File: config.mk
export PLATFORM = sky130hd
export DESIGN_NAME = keystroke_sequencer_flat
export DESIGN_NICKNAME = d
export VERILOG_FILES = /design/src/rtl/keystroke_sequencer_if.sv /design/src/rtl/keystroke_sequencer.sv /design/src/flat_wrapper.sv
export SDC_FILE = /design/constraint.sdc
export NUM_CORES = 1
export LEC_CHECK = 0
export CAP_MARGIN = 25
export CORE_MARGIN = 2
export CORE_UTILIZATION = 35
export DETAILED_ROUTE_END_ITERATION = 16
export GPL_ROUTABILITY_DRIVEN = 0
export PLACE_DENSITY = 0.68
export SKIP_CTS_REPAIR_TIMING = 1
export SYNTH_ARGS = -nofsm -noshare
export SYNTH_HDL_FRONTEND = slang
export SYNTH_SLANG_ARGS = --single-unit
File: constraint.sdc
create_clock -name clk -period 2.4 [get_ports clk]
set_input_delay 0.6 -clock clk [delete_from_list [all_inputs] [get_ports clk]]
set_output_delay 0.6 -clock clk [all_outputs]
set_load 0.01 [all_outputs]
File: src/rtl/keystroke_sequencer_if.sv
// keystroke_sequencer_if: scan-code input strobe and word hand-off channel.
// The slave modport is the sequencer; the master is the byte source plus
// the word consumer.
interface keystroke_sequencer_if #(
  parameter int DEPTH = 8
);
  logic                 code_valid;
  logic [7:0]           code;
  logic                 word_valid;
  logic                 word_ready;
  logic [DEPTH*5-1:0]   word_data;
  logic [4:0]           word_len;

  modport master (
    output code_valid, code, word_ready,
    input  word_valid, word_data, word_len
  );

  modport slave (
    input  code_valid, code, word_ready,
    output word_valid, word_data, word_len
  );
endinterface

File: src/rtl/keystroke_sequencer.sv
// keystroke_sequencer: strips PS/2 break (F0) and extended (E0) prefixes,
// dispatches legal make codes to the external keycode decoder as two
// nibbles, and collects decoded letters into a word released on Enter.
// Optional feature macro: KEYSEQ_BACKSPACE_EN (scan code 66 deletes the
// last buffered letter).
module keystroke_sequencer #(
  parameter int DEPTH = 8
) (
  input  logic                clk,
  input  logic                rst_n,
  keystroke_sequencer_if.slave bus,
  output logic [3:0]          dig1,
  output logic [3:0]          dig2,
  input  logic [4:0]          letter,
  output logic                overflow
);
  localparam logic [1:0] NORM   = 2'd0;
  localparam logic [1:0] BRK    = 2'd1;
  localparam logic [1:0] EXT    = 2'd2;
  localparam logic [1:0] EXTBRK = 2'd3;

  localparam logic [1:0] IDLE   = 2'd0;
  localparam logic [1:0] SAMPLE = 2'd1;
  localparam logic [1:0] HOLD   = 2'd2;

  localparam logic [4:0] DEPTH_L = 5'(DEPTH);
  localparam logic [4:0] ENTER   = 5'd31;

  logic [1:0] prefix_reg;
  logic [1:0] ctl_reg;
  logic [4:0] len_reg;
  logic       valid_reg;

  // Make codes that the decoder maps to a letter or Enter; anything else
  // must never reach it because it would just repeat its last result.
  function automatic logic is_letter_code(input logic [7:0] c);
    case (c)
      8'h15, 8'h1D, 8'h1C, 8'h1B, 8'h1A, 8'h24, 8'h2D, 8'h2C, 8'h23,
      8'h2B, 8'h22, 8'h21, 8'h2A, 8'h35, 8'h3C, 8'h34, 8'h33, 8'h3B,
      8'h32, 8'h31, 8'h3A, 8'h43, 8'h44, 8'h4D, 8'h42, 8'h4B, 8'h5A:
        is_letter_code = 1'b1;
      default:
        is_letter_code = 1'b0;
    endcase
  endfunction

  logic is_f0;
  logic is_e0;
  logic is_bksp;
  logic make_cand;
  logic dispatch;
  logic bksp_take;
  logic is_alpha;
  logic store;
  logic drop_full;
  logic enter_take;
  logic accept;

  assign is_f0     = (bus.code == 8'hF0);
  assign is_e0     = (bus.code == 8'hE0);
  assign make_cand = bus.code_valid && (prefix_reg == NORM) && !is_f0 && !is_e0;

`ifdef KEYSEQ_BACKSPACE_EN
  assign is_bksp   = (bus.code == 8'h66);
`else
  assign is_bksp   = 1'b0;
`endif

  assign dispatch   = make_cand && (ctl_reg == IDLE) && is_letter_code(bus.code);
  assign bksp_take  = make_cand && (ctl_reg == IDLE) && is_bksp && (len_reg != 5'd0);
  assign is_alpha   = (letter < 5'd26);
  assign store      = (ctl_reg == SAMPLE) && is_alpha && (len_reg < DEPTH_L);
  assign drop_full  = (ctl_reg == SAMPLE) && is_alpha && (len_reg == DEPTH_L);
  assign enter_take = (ctl_reg == SAMPLE) && (letter == ENTER) && (len_reg != 5'd0);
  assign accept     = (ctl_reg == HOLD) && valid_reg && bus.word_ready;

  // Prefix tracker: runs on every byte regardless of the control state so
  // break/extended sequences stay aligned even while a word is held.
  always_ff @(posedge clk or negedge rst_n) begin
    if (!rst_n) begin
      prefix_reg <= NORM;
    end else if (bus.code_valid) begin
      case (prefix_reg)
        NORM:    prefix_reg <= is_f0 ? BRK : (is_e0 ? EXT : NORM);
        EXT:     prefix_reg <= is_f0 ? EXTBRK : NORM;
        BRK,
        EXTBRK:  prefix_reg <= NORM;
        default: prefix_reg <= NORM;
      endcase
    end
  end

  // Control: dispatch to decoder, sample its answer one cycle later, then
  // either buffer the letter or hold the finished word until accepted.
  always_ff @(posedge clk or negedge rst_n) begin
    if (!rst_n) begin
      ctl_reg   <= IDLE;
      dig1      <= 4'd0;
      dig2      <= 4'd0;
      len_reg   <= 5'd0;
      valid_reg <= 1'b0;
      overflow  <= 1'b0;
    end else begin
      overflow <= drop_full;
      case (ctl_reg)
        IDLE: begin
          if (dispatch) begin
            dig2    <= bus.code[7:4];
            dig1    <= bus.code[3:0];
            ctl_reg <= SAMPLE;
          end else if (bksp_take) begin
            len_reg <= len_reg - 5'd1;
          end
        end
        SAMPLE: begin
          ctl_reg <= IDLE;
          if (enter_take) begin
            ctl_reg   <= HOLD;
            valid_reg <= 1'b1;
          end else if (store) begin
            len_reg <= len_reg + 5'd1;
          end
        end
        HOLD: begin
          if (accept) begin
            valid_reg <= 1'b0;
            len_reg   <= 5'd0;
            ctl_reg   <= IDLE;
          end
        end
        default: ctl_reg <= IDLE;
      endcase
    end
  end

  // Letter slots: each one loads when it is the next free position and is
  // cleared when it is the one vacated by a backspace or on word hand-off.
  for (genvar gi = 0; gi < DEPTH; gi++) begin : g_slot
    logic [4:0] slot_reg;

    always_ff @(posedge clk or negedge rst_n) begin
      if (!rst_n) begin
        slot_reg <= 5'd0;
      end else if (accept) begin
        slot_reg <= 5'd0;
      end else if (store && (len_reg == 5'(gi))) begin
        slot_reg <= letter;
      end else if (bksp_take && (len_reg == 5'(gi + 1))) begin
        slot_reg <= 5'd0;
      end
    end

    assign bus.word_data[gi*5 +: 5] = slot_reg;
  end

  assign bus.word_valid = valid_reg;
  assign bus.word_len   = len_reg;
endmodule

File: src/flat_wrapper.sv
// flat-port wrapper written by rule: the top's interface ports become plain ports
module keystroke_sequencer_flat 
#(
  parameter int DEPTH = 8
)
  (clk, rst_n, dig1, dig2, letter, overflow, bus_code_valid, bus_code, bus_word_ready, bus_word_valid, bus_word_data, bus_word_len);
  keystroke_sequencer_if #(.DEPTH(DEPTH)) bus_i ();
  input  logic clk;
  input  logic rst_n;
  output logic [3:0] dig1;
  output logic [3:0] dig2;
  input  logic [4:0] letter;
  output logic overflow;
  input wire logic [$bits(bus_i.code_valid)-1:0] bus_code_valid;
  input wire logic [$bits(bus_i.code)-1:0] bus_code;
  input wire logic [$bits(bus_i.word_ready)-1:0] bus_word_ready;
  output wire logic [$bits(bus_i.word_valid)-1:0] bus_word_valid;
  output wire logic [$bits(bus_i.word_data)-1:0] bus_word_data;
  output wire logic [$bits(bus_i.word_len)-1:0] bus_word_len;
  assign bus_i.code_valid = bus_code_valid;
  assign bus_i.code = bus_code;
  assign bus_i.word_ready = bus_word_ready;
  assign bus_word_valid = bus_i.word_valid;
  assign bus_word_data = bus_i.word_data;
  assign bus_word_len = bus_i.word_len;
  keystroke_sequencer #(.DEPTH(DEPTH)) u_core (.clk(clk), .rst_n(rst_n), .bus(bus_i), .dig1(dig1), .dig2(dig2), .letter(letter), .overflow(overflow));
endmodule
==> metrics.md, run 1 <==
| Metric | Value |
|---|---|
| Final period util | 96.78% |
| RSZ-0062 raised after global routing | no |
| Clock-pin slew on the worst setup and hold paths | ~70 ps |
| Critical path data arrival time | 2560 ps |
| GR Overflow Total | 0 |
| Xor/xnor cell area share of the yosys netlist | less than 1% |
| TritonRoute pass-1 iters | 4 |
| # DRC | 0 |
| Die Ht | about 94 µm |
| DRT antenna net count | 0 |
| Commonest non-fill, non-tap cell in the layout | clkdlybuf4s50_1 |
| Initial Util | between 30% and 40% |
| Syn-to-layout area delta | 44.10% |
| Initial antenna violation count | 0 |
| Share of layout cells above drive strength 1 | between 10% and 20% |
| Syn. warnings | 0 |
| Peak VDD IR | roughly 0.00036 V |
| Port bufs | a little over 70 |
| WL final | 7165 µm |
| Final #Nets | between 300 and 400 |
| Sequential group share of total power | 40.8% |
| WL met1 | about 3400 µm |
| Worst-skew pair later-pin latency | 350 ps |
| CTS Root Cell | clkbuf_8 |
| Total number of vias | approximately 2300 |
| Max Fclk | between 400 and 500 MHz |
| Switching Fraction | between 20% and 30% |
| EDFF count, synth | 0 |
| Drt wl/cell | around 15 µm |
| Met3 Routed Length | between 200 and 250 µm |
| Via/cell ratio | 4.905 |
| Filler cells | approximately 720 |
| Min-delay worst type | input port to async pin |
| Htree depth | 3 |
| CTS Sinks | just under 60 |
| Num ports | between 70 and 80 |
| Post-Syn Instances | between 200 and 300 |
| Critical Path Fanout Max | 7 |
| Util after Layout | between 50% and 60% |
| Max Used Layer | met4 |
| Met2 wire len | ~3400 µm |
| Netlist Area Pre-Place | between 2000 and 3000 µm² |
| Core area | 7807 µm² |
| Tightest Pin Transition | between 400 and 500 ps |
| Clock power share | approximately a third |
| Final slew viol count | 0 |
| Die width | between 90 and 100 µm |
| Synth Area in Adders | about 3.1% |
| Synth Area in Compound Gates | between 8 and 9% |
| First-pass GRT wire length | approximately 11000 µm |
| Synthesized net count | 285 |
| CTS tree | built |
| ANT cells | 0 |
| WS Path Type | input port to flip-flop |
| Clk_skew | around 7.1 ps |
| Gate power share | a little over a quarter |
| Multiplexer share of the synthesized area | 17.10% |
| Post-Place Cells | 450 |
| R2r setup slk | slightly above 400 ps |
| Largest net degree at the start of global routing | about 40 |
| Number of global-route vias before repair | 2290 |
| Cts bufs inserted | 9 |
| DIE AREA | 8892 µm² |
| Startpoint Class | input port |
| Initial detailed-routing violation count | roughly 120 |
| Setup Viol. Count Final | 0 |
| Most frequent cells in the layout | clkdlybuf4s50_1, dfrtp_1, nor2_1 |
| Cell Pwr Density | between 700 and 800 nW/µm² |
| Yosys reg bits | 59 |
| Slew HR | slightly above 70% |
| Sequential share of the synthesized area | roughly half |
| Largest register FFs | 40 |
| Minimum clock period | between 2000 and 2500 ps |
| Fin. Hold Viols | 0 |
| Asr flop ratio synth | 100.0% |
| Psw | about 0.85 mW |
| Multi-input logic area | 1301 µm² |
| Pint | 2.053 mW |
| Leak | ~2.1 nW |
| Simple-gate portion of the synthesized area | between 10% and 20% |
| FF/Latch Area | between 1000 and 1500 µm² |
| GRT Total Usage | about 17% |
| Setup crit end kind | flip-flop |
| Synth unique cells | 46 |
| Final Non-Filler Cells | 465 |
| Largest family of logic cells by synthesized area | multiplexers |
| Max cap viols | 0 |
| Rows | 32 |
| Most used DFF post-synth | dfrtp_1 |
| Critical Path RT | about 2600 ps |
| Max Root-Sink Buffers | 2 |
| Outcome | complete, no violations |
| Avg Cell Area, Syn | roughly 11 µm² |
| Post-DP HPWL | 5095 µm |
## critical path, stage by stage
cell	delay (ps)
clkdlybuf4s50_1	480
nand2_1	80
or4b_4	500
and4_4	200
a211oi_4	220
buf_6	160
mux2_2	330
## path summary, 6_finish.rpt
path | startpoint | end | cells after the start
worst max-delay path | bus_code[5] | u_core.dig1[1]$_DFFE_PN0P_ | 7
worst min-delay path | rst_n | u_core.g_slot[5].slot_reg[4]$_DFFE_PN0P_ | 1
worst max register to register | u_core.ctl_reg[1]$_DFFE_PN0P_ | u_core.g_slot[2].slot_reg[3]$_DFFE_PN0P_ | 8
worst min register to register | u_core.dig2[3]$_DFFE_PN0P_ | u_core.dig2[3]$_DFFE_PN0P_ | 1
max in group asynchronous | rst_n | u_core.g_slot[2].slot_reg[1]$_DFFE_PN0P_ | 2
min in group clk | u_core.dig2[3]$_DFFE_PN0P_ | u_core.dig2[3]$_DFFE_PN0P_ | 1
## kinds of logic after synthesis
logic type | count (synthesis)
simple gates | 90
mux | 48
fa+ha+maj | 7
compound gates | 30
flops | 59
xor+xnor | 1
buf+inv | 26
## power groups by stage
stage | combinational [mW] | clock (mW) | sequential [mW]
after floorplan | 0.347 | 0 | 1.24
after global placement | 0.773 | 0 | 1.21
after detailed placement | 0.787 | 0 | 1.20
after CTS | 0.789 | 0.951 | 1.19
after global routing | 0.877 | 0.995 | 1.20
final | 0.788 | 0.933 | 1.19
## synthesized netlist by cell type (3+ instances only)
cell type,instances,area [µm²]
a21oi_1,5,25.02
and2_1,3,18.77
clkbuf_1,13,48.80
dfrtp_1,59,1476
ha_1,7,87.58
inv_1,12,45.04
mux2_2,6,67.56
mux2i_1,42,420.4
nand2_1,6,22.52
nand3_1,8,40.04
nand4_1,4,25.02
nor2_1,44,165.2
nor2b_1,8,50.05
nor4b_1,3,26.28
o21ai_0,6,30.03
## final cells by class
| cell class | instances | share of cell area, % |
|---|---|---|
| timing repair buffer | 101 | 23.36 |
| clock buffer | 11 | 3.681 |
| clock inverter | 4 | 1.217 |
| sequential | 59 | 35.90 |
| inverter | 12 | 1.095 |
| tap | 102 | 3.103 |
| multi-input combinational | 176 | 31.64 |
## stage by stage
stage                     total power [mW]  hold slack, ps  instance area [µm²]  TNS (ps)  setup WS [ps]
after global placement               1.979           503.1                 3871     -3727         -449.6
final                                2.906           187.2                 4113         0          77.21
after floorplan                      1.582           304.4                 2854         0          104.5
after CTS                            2.927           193.9                 4073    -945.7         -129.0
after global routing                 3.075           216.7                 4113         0          27.25
after detailed placement             1.991           496.0                 3871     -4117         -494.2
## layer usage
| layer | GRT usage, % | vias up |
|---|---|---|
| met2 | 25.65 | 37 |
| met1 | 23.58 | 1126 |
| met4 | 8.696 | 0 |
| met3 | 3.692 | 10 |
| li1 | - | 1108 |
| met5 | 0 | - |
Power figures use the tool's default switching activity.
==> run 2: changes to the inputs <==
- CORE_MARGIN: 2 -> 3
==> metrics.md, run 2 (synthesized netlist as in run 1, its figures left out) <==
| Metric | Value |
|---|---|
| Post-Place Cells | ~450 |
| Cts bufs inserted | 9 |
| Post-DP HPWL | roughly 5300 µm |
| Critical path cell sequence | clkdlybuf4s50_1, nand2_1, or4b_4, and4_4, a211oi_4, buf_6, mux2_2 |
| WL final | roughly 7100 µm |
| Core area | just under 8000 µm² |
| Outcome | complete, no violations |
| Die width | between 90 and 100 µm |
| GRT Total Usage | about 16% |
| ANT cells | 0 |
| Setup crit start | bus_code[5] |
| Final slew viol count | 0 |
| Leak | about 2.1 nW |
| First-pass GRT wire length | between 10000 and 15000 µm |
| Max Fclk | ~430 MHz |
| Syn-to-layout area delta | 44.63% |
| Slew HR | ~58% |
| Worst r2r src | u_core.ctl_reg[1]$_DFFE_PN0P_ |
| Clk_skew | a little under 9 ps |
| Min-delay worst type | input port to async pin |
| R2R cell count | 8 |
| Number of global-route vias before repair | between 2000 and 2500 |
| Minimum clock period | between 2000 and 2500 ps |
| Fin. Hold Viols | 0 |
| Critical path's top delay family | simple AND/OR/NAND/NOR gates |
| Cell Pwr Density | 697.7 nW/µm² |
| RSZ-0062 raised after global routing | no |
| WS Path Type | input port to flip-flop |
| Drt wl/cell | between 15 and 20 µm |
| Setup TNS | 0 ps |
| # DRC | 0 |
| Buf/Inv on CP | 2 |
| Initial Util | between 30% and 40% |
| Die Ht | about 96 µm |
| Port bufs | between 70 and 80 |
| DIE AREA | roughly 9000 µm² |
| Peak VDD IR | between 0.0003 and 0.0004 V |
| Setup Viol. Count Final | 0 |
| Max incr delay on CP | 500 ps |
| Largest register FFs | 40 |
| Critical Path RT | about 2600 ps |
| Max Root-Sink Buffers | 2 |
| Total number of vias | roughly 2300 |
| R2r setup slk | about 370 ps |
| Post-Place Setup Slack | -481.3 ps |
| Most frequent cells in the layout | clkdlybuf4s50_1, dfrtp_1, nor2_1 |
| Setup crit end kind | flip-flop |
| GR Overflow Total | 0 |
| CTS tree | built |
| Via/cell ratio | a little under 5 |
| Critical path depth | 7 |
| Num ports | 72 |
| Initial detailed-routing violation count | around 130 |
| Clock-pin slew on the worst setup and hold paths | ~80 ps |
| CP endpoint | u_core.dig1[2]$_DFFE_PN0P_ |
| Initial antenna violation count | 0 |
| Share of layout cells above drive strength 1 | 17.17% |
| DRT antenna net count | 0 |
| Max cap viols | 0 |
| Htree depth | 3 |
| Final period util | a little over nine tenths |
| R2r endpoint | u_core.g_slot[2].slot_reg[3]$_DFFE_PN0P_ |
| Critical path data arrival time | 2570 ps |
| CTS Sinks | between 50 and 60 |
| Tightest Pin Transition | between 600 and 700 ps |
| Slowest cell on crit path | or4b_4 |
| CTS Root Cell | clkbuf_8 |
| Worst-skew pair later-pin latency | 340 ps |
| Startpoint Class | input port |
| Rows | 32 |
| TritonRoute pass-1 iters | 4 |
| Fin worst setup slack | around 60 ps |
| Final Non-Filler Cells | approximately 470 |
| Largest net degree at the start of global routing | 41 |
| Commonest non-fill, non-tap cell in the layout | clkdlybuf4s50_1 |
| Critical Path Fanout Max | 7 |
| Final #Nets | a little under 400 |
==> run 2: cell types whose count changed in the layout (fill, tap and decap cells not counted) <==
cell / change
inv_6: +1
buf_4: +3
clkbuf_8: -2
a2111oi_0: +1
clkinv_4: +2
a2111oi_2: -1
==> run 2: power by group <==
group	internal [mW]	switching [mW]
registers	1.10	0.0865
logic	0.429	0.363
clock network	0.484	0.421
==> run 2: cell type report <==
type                            count  area (µm²)
Clock buffer                        9       123.9
Clock inverter                      7       76.32
Fill cell                         709        3680
Inverter                           12       45.04
Multi-Input combinational cell    176        1295
Sequential cell                    59        1476
Tap cell                          102       127.6
Timing Repair Buffer              104       983.4
==> run 2: worst min-delay path by stage <==
stage / start / to / slack, ps / depth (start not counted)
after floorplan: rst_n / u_core.bus.word_len[0]$_DFFE_PN0P_ / 300 / 0
after global placement: u_core.dig2[3]$_DFFE_PN0P_ / u_core.dig2[3]$_DFFE_PN0P_ / 500 / 1
after detailed placement: u_core.dig2[3]$_DFFE_PN0P_ / u_core.dig2[3]$_DFFE_PN0P_ / 490 / 1
after CTS: rst_n / u_core.g_slot[3].slot_reg[3]$_DFFE_PN0P_ / 290 / 1
after global routing: rst_n / u_core.g_slot[3].slot_reg[2]$_DFFE_PN0P_ / 320 / 1
final: rst_n / u_core.g_slot[3].slot_reg[0]$_DFFE_PN0P_ / 280 / 1
==> run 2: metal layers <==
metal  share of wire (%)  GRT usage, %  vias to the layer above
met5                   0             0                        -
met4                 1.7         4.556                        0
met3                 3.6         4.769                        9
met2                  49         24.73                       54
met1                  45         21.69                     1126
li1                    -             -                     1114
==> run 2: worst register-to-register path, cell delays in order (launching register included) <==
cell      delay [ps]
dfrtp_1          400
inv_1             80
ha_1             220
nor2b_1          210
and2_1           160
nor4bb_1         380
buf_4            230
mux2i_1          190
nor2_1            50
==> run 2: metrics by stage <==
stage          hold slack (ps)  util (%)  total power [mW]  cell area, µm²
2_1_floorplan            304.4         -             1.582            2854
3_3_place_gp             501.1     49.87             1.980            3894
3_5_place_dp             492.4     49.87             1.995            3894
4_1_cts                  287.3     52.44             2.908            4094
5_1_grt                  315.8     52.87             3.047            4128
6_report                 278.1     52.87             2.880            4128
==> run 3: changes to the inputs <==
- CORE_UTILIZATION: 35 -> 49
- PLACE_DENSITY: 0.68 -> 0.88
==> metrics.md, run 3 (synthesized netlist as in run 1, its figures left out) <==
| Metric | Value |
|---|---|
| Outcome | complete, no violations |
| WS Path Type | input port to flip-flop |
| Syn-to-layout area delta | 41.74% |
| Max Fclk | roughly 420 MHz |
| Fin. Hold Viols | 0 |
| Filler cells | 391 |
| Util after Layout | 72.57% |
| Setup crit end kind | flip-flop |
| GR Util met1 | 29.21% |
| Most frequent cells in the layout | clkdlybuf4s50_1, dfrtp_1, nor2_1 |
| Met3 Usage GRT | roughly 8% |
| Peak VDD IR | slightly above 0.0005 V |
| Max Root-Sink Buffers | 2 |
| Max cap viols | 0 |
| Number of global-route vias before repair | between 2000 and 2500 |
| Cell Pwr Density | approximately 700 nW/µm² |
| Largest net degree at the start of global routing | 41 |
| Largest register FFs | 40 |
| GR Overflow Total | 0 |
| Initial Util | between 50% and 60% |
| Commonest non-fill, non-tap cell in the layout | clkdlybuf4s50_1 |
| Final period util | a little over nine tenths |
| Leak | 2.090 nW |
| Hold_ws | between 200 and 300 ps |
| Critical Path RT | about 2600 ps |
| Minimum clock period | 2354 ps |
| Total number of vias | roughly 2400 |
| Final Non-Filler Cells | 434 |
| M2 GR Usage | 37.58% |
| Core area | about 5600 µm² |
| Port bufs | 71 |
| Htree depth | 3 |
| Via/cell ratio | around 5.5 |
| Post-Place Cells | around 420 |
| Num ports | 72 |
| Final slew viol count | 0 |
| Initial detailed-routing violation count | between 90 and 100 |
| Worst-skew pair later-pin latency | about 340 ps |
| Die width | between 80 and 90 µm |
| Die Ht | between 80 and 90 µm |
| Final #Nets | about 380 |
| ANT cells | 0 |
| Post-DP HPWL | around 5200 µm |
| DRT antenna net count | 0 |
| CTS Sinks | 59 |
| GRT Total Usage | a little under a quarter |
| Drt wl/cell | roughly 18 µm |
| TritonRoute pass-1 iters | 4 |
| CTS Root Cell | clkbuf_8 |
| CTS tree | built |
| # DRC | 0 |
| Startpoint Class | input port |
| Critical path data arrival time | between 2000 and 3000 ps |
| Slew HR | roughly three fifths |
| Clk_skew | about 11 ps |
| DIE AREA | ~6800 µm² |
| Post-Place Setup Slack | -513.5 ps |
| Rows | 27 |
| Setup TNS | 0 ps |
| WL final | around 7600 µm |
| Min-delay worst type | input port to async pin |
| First-pass GRT wire length | around 12000 µm |
| Most used routing layer | met2 |
| Cts bufs inserted | 9 |
| Initial antenna violation count | 0 |
| Share of layout cells above drive strength 1 | between 10% and 20% |
| Setup Viol. Count Final | 0 |
| Critical Path Fanout Max | 4 |
| Clock-pin slew on the worst setup and hold paths | roughly 70 ps |
| Tightest Pin Transition | between 600 and 700 ps |
| Fin worst setup slack | around 46 ps |
==> run 3: cell types whose count changed in the layout (fill, tap and decap cells not counted) <==
| cell | delta |
|---|---|
| buf_4 | -4 |
| dlymetal6s2s_1 | +1 |
| clkdlybuf4s50_1 | -1 |
| buf_12 | -1 |
| o32ai_1 | -1 |
| o32ai_2 | +1 |
| clkbuf_8 | +1 |
| clkbuf_1 | +2 |
| inv_6 | -1 |
| clkinv_4 | -2 |
==> run 3: worst max-delay path: stages <==
cell             delay [ps]
clkdlybuf4s50_1         440
nor4b_1                 430
nand2_1                 230
a2111oi_0               480
a211oi_1                130
o32ai_2                 270
==> run 3: layout make-up <==
type	count	area [µm²]	area share (%)
clock inverter	4	50.05	1.237
clock buffer	12	145.1	3.588
tap	72	90.09	2.227
timing repair buffer	99	935.9	23.14
multi-input combinational	176	1303	32.20
sequential	59	1476	36.50
inverter	12	45.04	1.114
==> run 3: path summary, 6_finish.rpt <==
path,startpoint,endpoint,slack [ps],cells past startpoint
max,bus_code[7],u_core.ctl_reg[1]$_DFFE_PN0P_,50,6
min,rst_n,u_core.g_slot[7].slot_reg[3]$_DFFE_PN0P_,260,1
max reg2reg,u_core.ctl_reg[1]$_DFFE_PN0P_,u_core.g_slot[2].slot_reg[2]$_DFFE_PN0P_,320,8
min reg2reg,u_core.dig2[3]$_DFFE_PN0P_,u_core.dig2[3]$_DFFE_PN0P_,510,1
max in group asynchronous,rst_n,u_core.g_slot[1].slot_reg[1]$_DFFE_PN0P_,1450,2
min in group clk,u_core.dig2[3]$_DFFE_PN0P_,u_core.dig2[3]$_DFFE_PN0P_,510,1
==> run 3: through the flow <==
step	cell area, µm²	total power [mW]
after floorplan	2854	1.582
final	4045	2.850
after CTS	4001	2.858
after global placement	3806	1.947
after global routing	4045	3.007
after detailed placement	3806	1.967
==> run 3: power by group <==
part | internal [mW] | switching, mW | leakage (nW)
Combinational | 0.412 | 0.349 | 1.22
Clock | 0.506 | 0.380 | 0.0926
Sequential | 1.10 | 0.104 | 0.783
Total | 2.02 | 0.833 | 2.09
==> run 3: layer usage <==
metal	vias up	part of all wire (%)	wire, µm
li1	1103	-	-
met1	1172	42	3206
met2	83	49	3777
met3	30	4.4	337
met4	0	4.1	314
met5	-	0	0
